$ cat src/rtl/laser_scan_ctrl.sv
// Sequencing controller for the two-circle laser coverage search: raster-scans
// candidate centres into an external count engine and keeps the best centres.
`timescale 1ns/1ps
module laser_scan_ctrl #(
    parameter int WIN      = 3,
    parameter int MAX_ITER = 3,
    parameter int CW       = 6
) (
    input  logic          CLK,
    input  logic          RST,
    input  logic          START,
    output logic          BUSY,
    output logic          REQ,
    input  logic          ACK,
    input  logic [CW-1:0] CNT,
    output logic          SEL,
    output logic [3:0]    CAND_X,
    output logic [3:0]    CAND_Y,
    output logic [3:0]    FIX_X,
    output logic [3:0]    FIX_Y,
    output logic          FIX_EN,
    output logic [3:0]    C1X,
    output logic [3:0]    C1Y,
    output logic [3:0]    C2X,
    output logic [3:0]    C2Y,
    output logic [CW-1:0] BEST,
    output logic          DONE
);

    localparam int IW = (MAX_ITER < 1) ? 1 : $clog2(MAX_ITER + 1);
    localparam logic [IW-1:0] ITER_LAST = IW'(MAX_ITER);
    localparam logic signed [5:0] WIN_S = 6'(WIN);

    localparam logic [2:0] S_IDLE     = 3'd0;
    localparam logic [2:0] S_PREP     = 3'd1;
    localparam logic [2:0] S_REQ      = 3'd2;
    localparam logic [2:0] S_STEP     = 3'd3;
    localparam logic [2:0] S_PASS_END = 3'd4;
    localparam logic [2:0] S_FIN      = 3'd5;

    logic [2:0]    state_q, state_d;
    logic          sel_q, sel_d;
    logic [IW-1:0] iter_q, iter_d;
    logic [3:0]    cand_x_q, cand_x_d;
    logic [3:0]    cand_y_q, cand_y_d;
    logic [3:0]    lo_x_q, lo_x_d;
    logic [3:0]    lo_y_q, lo_y_d;
    logic [3:0]    hi_x_q, hi_x_d;
    logic [3:0]    hi_y_q, hi_y_d;
    logic          pb_valid_q, pb_valid_d;
    logic [CW-1:0] pb_cnt_q, pb_cnt_d;
    logic [3:0]    pb_x_q, pb_x_d;
    logic [3:0]    pb_y_q, pb_y_d;
    logic [3:0]    c1x_q, c1x_d;
    logic [3:0]    c1y_q, c1y_d;
    logic [3:0]    c2x_q, c2x_d;
    logic [3:0]    c2y_q, c2y_d;
    logic [CW-1:0] best_q, best_d;
    logic [CW-1:0] b0_q, b0_d;

    // Window around the moving circle's best centre; index 0 = x, 1 = y.
    logic [3:0] mov_c  [2];
    logic [3:0] win_lo [2];
    logic [3:0] win_hi [2];

    assign mov_c[0] = sel_q ? c2x_q : c1x_q;
    assign mov_c[1] = sel_q ? c2y_q : c1y_q;

    genvar gi;
    generate
        for (gi = 0; gi < 2; gi++) begin : g_win
            // One bit wider than 5-bit signed so c+WIN near 15 cannot overflow.
            logic signed [5:0] c_s;
            logic signed [5:0] lo_s;
            logic signed [5:0] hi_s;
            assign c_s  = $signed({2'b00, mov_c[gi]});
            assign lo_s = c_s - WIN_S;
            assign hi_s = c_s + WIN_S;
            assign win_lo[gi] = (iter_q == '0)     ? 4'd0  :
                                (lo_s < 6'sd0)     ? 4'd0  : lo_s[3:0];
            assign win_hi[gi] = (iter_q == '0)     ? 4'd15 :
                                (hi_s > 6'sd15)    ? 4'd15 : hi_s[3:0];
        end
    endgenerate

    always_comb begin
        state_d    = state_q;
        sel_d      = sel_q;
        iter_d     = iter_q;
        cand_x_d   = cand_x_q;
        cand_y_d   = cand_y_q;
        lo_x_d     = lo_x_q;
        lo_y_d     = lo_y_q;
        hi_x_d     = hi_x_q;
        hi_y_d     = hi_y_q;
        pb_valid_d = pb_valid_q;
        pb_cnt_d   = pb_cnt_q;
        pb_x_d     = pb_x_q;
        pb_y_d     = pb_y_q;
        c1x_d      = c1x_q;
        c1y_d      = c1y_q;
        c2x_d      = c2x_q;
        c2y_d      = c2y_q;
        best_d     = best_q;
        b0_d       = b0_q;

        case (state_q)
            S_IDLE: begin
                if (START) begin
                    c1x_d   = '0;
                    c1y_d   = '0;
                    c2x_d   = '0;
                    c2y_d   = '0;
                    best_d  = '0;
                    b0_d    = '0;
                    iter_d  = '0;
                    sel_d   = 1'b0;
                    state_d = S_PREP;
                end
            end
            S_PREP: begin
                lo_x_d     = win_lo[0];
                lo_y_d     = win_lo[1];
                hi_x_d     = win_hi[0];
                hi_y_d     = win_hi[1];
                cand_x_d   = win_lo[0];
                cand_y_d   = win_lo[1];
                pb_valid_d = 1'b0;
                state_d    = S_REQ;
            end
            S_REQ: begin
                if (ACK) begin
                    // Strict compare keeps the earliest candidate on a tie.
                    if (!pb_valid_q || (CNT > pb_cnt_q)) begin
                        pb_cnt_d = CNT;
                        pb_x_d   = cand_x_q;
                        pb_y_d   = cand_y_q;
                    end
                    pb_valid_d = 1'b1;
                    state_d    = S_STEP;
                end
            end
            S_STEP: begin
                state_d = S_REQ;
                if (cand_x_q == hi_x_q) begin
                    if (cand_y_q == hi_y_q) begin
                        state_d = S_PASS_END;
                    end else begin
                        cand_x_d = lo_x_q;
                        cand_y_d = cand_y_q + 4'd1;
                    end
                end else begin
                    cand_x_d = cand_x_q + 4'd1;
                end
            end
            S_PASS_END: begin
                best_d = pb_cnt_q;
                if (!sel_q) begin
                    c1x_d   = pb_x_q;
                    c1y_d   = pb_y_q;
                    sel_d   = 1'b1;
                    state_d = S_PREP;
                end else begin
                    c2x_d = pb_x_q;
                    c2y_d = pb_y_q;
                    if ((iter_q == ITER_LAST) ||
                        ((iter_q != '0) && (pb_cnt_q <= b0_q))) begin
                        state_d = S_FIN;
                    end else begin
                        iter_d  = iter_q + IW'(1);
                        sel_d   = 1'b0;
                        b0_d    = pb_cnt_q;
                        state_d = S_PREP;
                    end
                end
            end
            S_FIN: begin
                state_d = S_IDLE;
            end
            default: begin
                state_d = S_IDLE;
            end
        endcase
    end

    always_ff @(posedge CLK or posedge RST) begin
        if (RST) begin
            state_q    <= S_IDLE;
            sel_q      <= 1'b0;
            iter_q     <= '0;
            cand_x_q   <= '0;
            cand_y_q   <= '0;
            lo_x_q     <= '0;
            lo_y_q     <= '0;
            hi_x_q     <= '0;
            hi_y_q     <= '0;
            pb_valid_q <= 1'b0;
            pb_cnt_q   <= '0;
            pb_x_q     <= '0;
            pb_y_q     <= '0;
            c1x_q      <= '0;
            c1y_q      <= '0;
            c2x_q      <= '0;
            c2y_q      <= '0;
            best_q     <= '0;
            b0_q       <= '0;
        end else begin
            state_q    <= state_d;
            sel_q      <= sel_d;
            iter_q     <= iter_d;
            cand_x_q   <= cand_x_d;
            cand_y_q   <= cand_y_d;
            lo_x_q     <= lo_x_d;
            lo_y_q     <= lo_y_d;
            hi_x_q     <= hi_x_d;
            hi_y_q     <= hi_y_d;
            pb_valid_q <= pb_valid_d;
            pb_cnt_q   <= pb_cnt_d;
            pb_x_q     <= pb_x_d;
            pb_y_q     <= pb_y_d;
            c1x_q      <= c1x_d;
            c1y_q      <= c1y_d;
            c2x_q      <= c2x_d;
            c2y_q      <= c2y_d;
            best_q     <= best_d;
            b0_q       <= b0_d;
        end
    end

    assign BUSY   = (state_q != S_IDLE);
    assign REQ    = (state_q == S_REQ);
    assign DONE   = (state_q == S_FIN);
    assign SEL    = sel_q;
    assign CAND_X = cand_x_q;
    assign CAND_Y = cand_y_q;
    assign FIX_X  = sel_q ? c1x_q : c2x_q;
    assign FIX_Y  = sel_q ? c1y_q : c2y_q;
    // Circle 1 is scored alone only in the very first pass.
    assign FIX_EN = BUSY && !((iter_q == '0) && !sel_q);
    assign C1X    = c1x_q;
    assign C1Y    = c1y_q;
    assign C2X    = c2x_q;
    assign C2Y    = c2y_q;
    assign BEST   = best_q;

endmodule

$ cat config.mk
export PLATFORM = sky130hd
export DESIGN_NAME = laser_scan_ctrl
export DESIGN_NICKNAME = d
export VERILOG_FILES = /design/src/rtl/laser_scan_ctrl.sv
export SDC_FILE = /design/constraint.sdc
export NUM_CORES = 1
export LEC_CHECK = 0
export BUFFER_PORTS_ARGS = -buffer_cell sky130_fd_sc_hd__buf_2
export CAP_MARGIN = 15
export CORE_UTILIZATION = 40
export CTS_CLUSTER_DIAMETER = 100
export DETAILED_ROUTE_END_ITERATION = 6
export MAX_ROUTING_LAYER = met4
export PLACE_DENSITY = 0.6
export SYNTH_ARGS = -nofsm -noshare
export SYNTH_HDL_FRONTEND = slang
export SYNTH_SLANG_ARGS = --single-unit
$ cat constraint.sdc
create_clock -name CLK -period 2.3 [get_ports CLK]
set_input_delay 0.575 -clock CLK [delete_from_list [all_inputs] [get_ports CLK]]
set_output_delay 0.575 -clock CLK [all_outputs]
set_load 0.005 [all_outputs]
==> run metrics <==
Worst Hold Class input pin to async pin; Yosys top cell area share 0.453; DRC Markers 0; critical path launch point type flop; final WL around 9.0 mm; CTS Root Cell clkbuf_8; LEAKAGE roughly 2.2 nW; final setup fails 0; most frequent cells in the layout dfrtp_1 (69), nand2_1 (55), buf_2 (52); Worst EP required between 2 and 3 ns; register area share after synthesis 0.453; Post-CTS Hold Buffers 0; ys flop type dfrtp_1; max_slew headroom 0.501; Clk Latency, worst-skew pair about 0.36 ns; fin crit period approximately 2.1 ns; fin crit share 0.926; share of cells above drive strength 1 0.286; power share of the combinational group 0.367; Clk pwr share 0.240; synthesized area per cell roughly 10 um^2; Mapped Cells 377; worst vdd ir ~0.47 mV; Row Count 35; CP Max Fanout 6; syn nets 409; clk slew on worst S/H paths 0.08 ns; Antenna Violating Nets Remaining 0; fill count a little under 900; Slew Viols, Final 0; DR iter-0 viols 104; Max Root-Sink Buffers 2; chip width between 90 and 100 um; global-route wire length before repair 14.9 mm; Post-CTS Setup Bufs 0; Worst Path Arrival between 2 and 2.5 ns; Slew @ Worst Pin roughly 0.74 ns; Yosys reg bits 69; First-pass DRT Iterations 4; most common cell after layout, fill and taps aside dfrtp_1; vias per cell ~5; Post-synth EDFFs 0; clk sinks between 60 and 70; YS warnings 0; Layout Skew approximately 0.014 ns; status completed; f_max ~0.47 GHz; gr usage total 0.204; Buffers on Ports 52; Synth area leader dfrtp_1; setup TNS 0 ns; Cell variety after synth 51; initial antenna violation count 0; TritonCTS clock tree yes; Pint 2.68 mW; FFs w/ async S/R, synth 1.00; P&R area growth vs syn 21.4%; Final Hold Viols 0; Power Total ~4.2 mW; Sequential Power Share 0.393; Net Switching 1.50 mW; RD Place Congestion about 0.88; register area 1730 um^2; DP Wirelength slightly below 7 mm; CTS buffer count 9; synthesized cell area 3810 um^2; Starting Density 0.412; Setup Crit Path Kind flop to flop; GRT overflow 0; largest net degree at the start of global routing 30; Switching Share 0.358; Final nets approximately 500; Core Region around 9000 um^2; P per Cell Area ~900 nW/um^2; MaxCap Viol Count 0; die area just under 10000 um^2; top cells by area, synth dfrtp_1 (45%), ha_1 (7.2%), mux2_2 (7.1%), mux2i_1 (5.5%), nand2_1 (5.4%); RSZ-0062 raised after global routing no; Antenna diodes 0; vias post-DR 3034; Die Y roughly 100 um; area of the multi-input gates around 1900 um^2; CP Capture Type flop; drt wl/cell roughly 15 um; vias in the first global route ~3100; CTS H-Tree Depth 3; number of I/O pins 53
[final timing paths]
path / from / end / slack, ns / cells after the start
worst max-delay path: SEL$_DFFE_PP0P_ / CAND_Y[1]$_DFFE_PP0P_ / 0.17 / 7
worst min-delay path: RST / BEST[2]$_DFFE_PP0P_ / 0.30 / 2
worst max register to register: SEL$_DFFE_PP0P_ / CAND_Y[1]$_DFFE_PP0P_ / 0.17 / 7
worst min register to register: lo_x_q[3]$_DFFE_PP0P_ / lo_x_q[3]$_DFFE_PP0P_ / 0.47 / 2
max in group asynchronous: RST / hi_y_q[3]$_DFFE_PP0P_ / 1.44 / 3
min in group CLK: lo_x_q[3]$_DFFE_PP0P_ / lo_x_q[3]$_DFFE_PP0P_ / 0.47 / 2
[synthesized netlist by cell type, types with 2 or more instances]
cell	instances
mux2_2	24
o31ai_1	2
a31oi_1	2
clkbuf_1	8
nor3b_1	2
o21ai_0	32
mux2i_1	21
inv_1	28
nand3_1	5
xor2_1	11
a221oi_2	2
a21boi_1	2
and2_1	2
o211ai_1	2
nor2_1	16
buf_4	2
xnor2_1	4
o22a_1	4
dfrtp_1	69
nand2b_1	3
mux2_4	2
or2_2	2
nor4_1	3
a21oi_1	12
o221ai_1	2
nand4_1	3
nor3_1	6
a21o_1	5
ha_1	22
nand2_1	55
buf_2	4
[critical path, stage by stage, from the launching register on]
cell	delay, ns
dfrtp_1	0.49
buf_4	0.19
mux2i_1	0.29
inv_1	0.08
ha_1	0.23
o21ai_0	0.35
o21ai_0	0.12
mux2_4	0.28
[per-stage QoR]
stage	area, um^2	util	setup slack, ns	instances	hold WS [ns]
floorplan	3810	-	0.0773	377	0.433
global placement	4430	0.479	0.0558	575	0.448
detailed placement	4430	0.479	0.0114	575	0.459
CTS	4620	0.500	0.0806	591	0.313
global route	4630	0.501	0.00677	591	0.337
finish	4630	0.501	0.171	591	0.300
[power by group through the flow]
stage | Clock, mW | Combinational [mW] | Sequential, mW
floorplan | 0 | 1.03 | 1.63
global placement | 0 | 1.53 | 1.66
detailed placement | 0 | 1.55 | 1.66
CTS | 1.02 | 1.55 | 1.64
global route | 1.08 | 1.74 | 1.68
finish | 1.00 | 1.54 | 1.64
[cell type report]
type / count / share of cell area
inverters: 28 / 0.0235
flip-flops and latches: 69 / 0.373
multi-input cells: 266 / 0.415
clock buffers: 12 / 0.0314
repair buffers: 83 / 0.112
well taps: 129 / 0.0349
clock inverters: 4 / 0.0103
[logic make-up after synthesis]
logic type / after synthesis / synth area share
XOR/XNOR: 15 / 0.0345
multiplexers: 48 / 0.137
AND/OR/NAND/NOR: 106 / 0.132
adder cells (fa/ha/maj): 22 / 0.0722
flip-flops: 69 / 0.453
AO/OA/AOI/OAI: 75 / 0.126
buffers and inverters: 42 / 0.0447
[layer usage]
metal | up-vias | part of all wire | GRT usage
li1 | 1464 | - | -
met1 | 1478 | 0.44 | 0.247
met2 | 73 | 0.50 | 0.338
met3 | 19 | 0.033 | 0.0260
met4 | 0 | 0.027 | 0.0984
met5 | - | 0 | -
[repair_timing]
action,4_1_cts,5_1_grt
endpoints found under the setup margin,0,2
gates resized for setup,0,1
endpoints found under the hold margin,0,0
(Power assumes the default switching activity.)
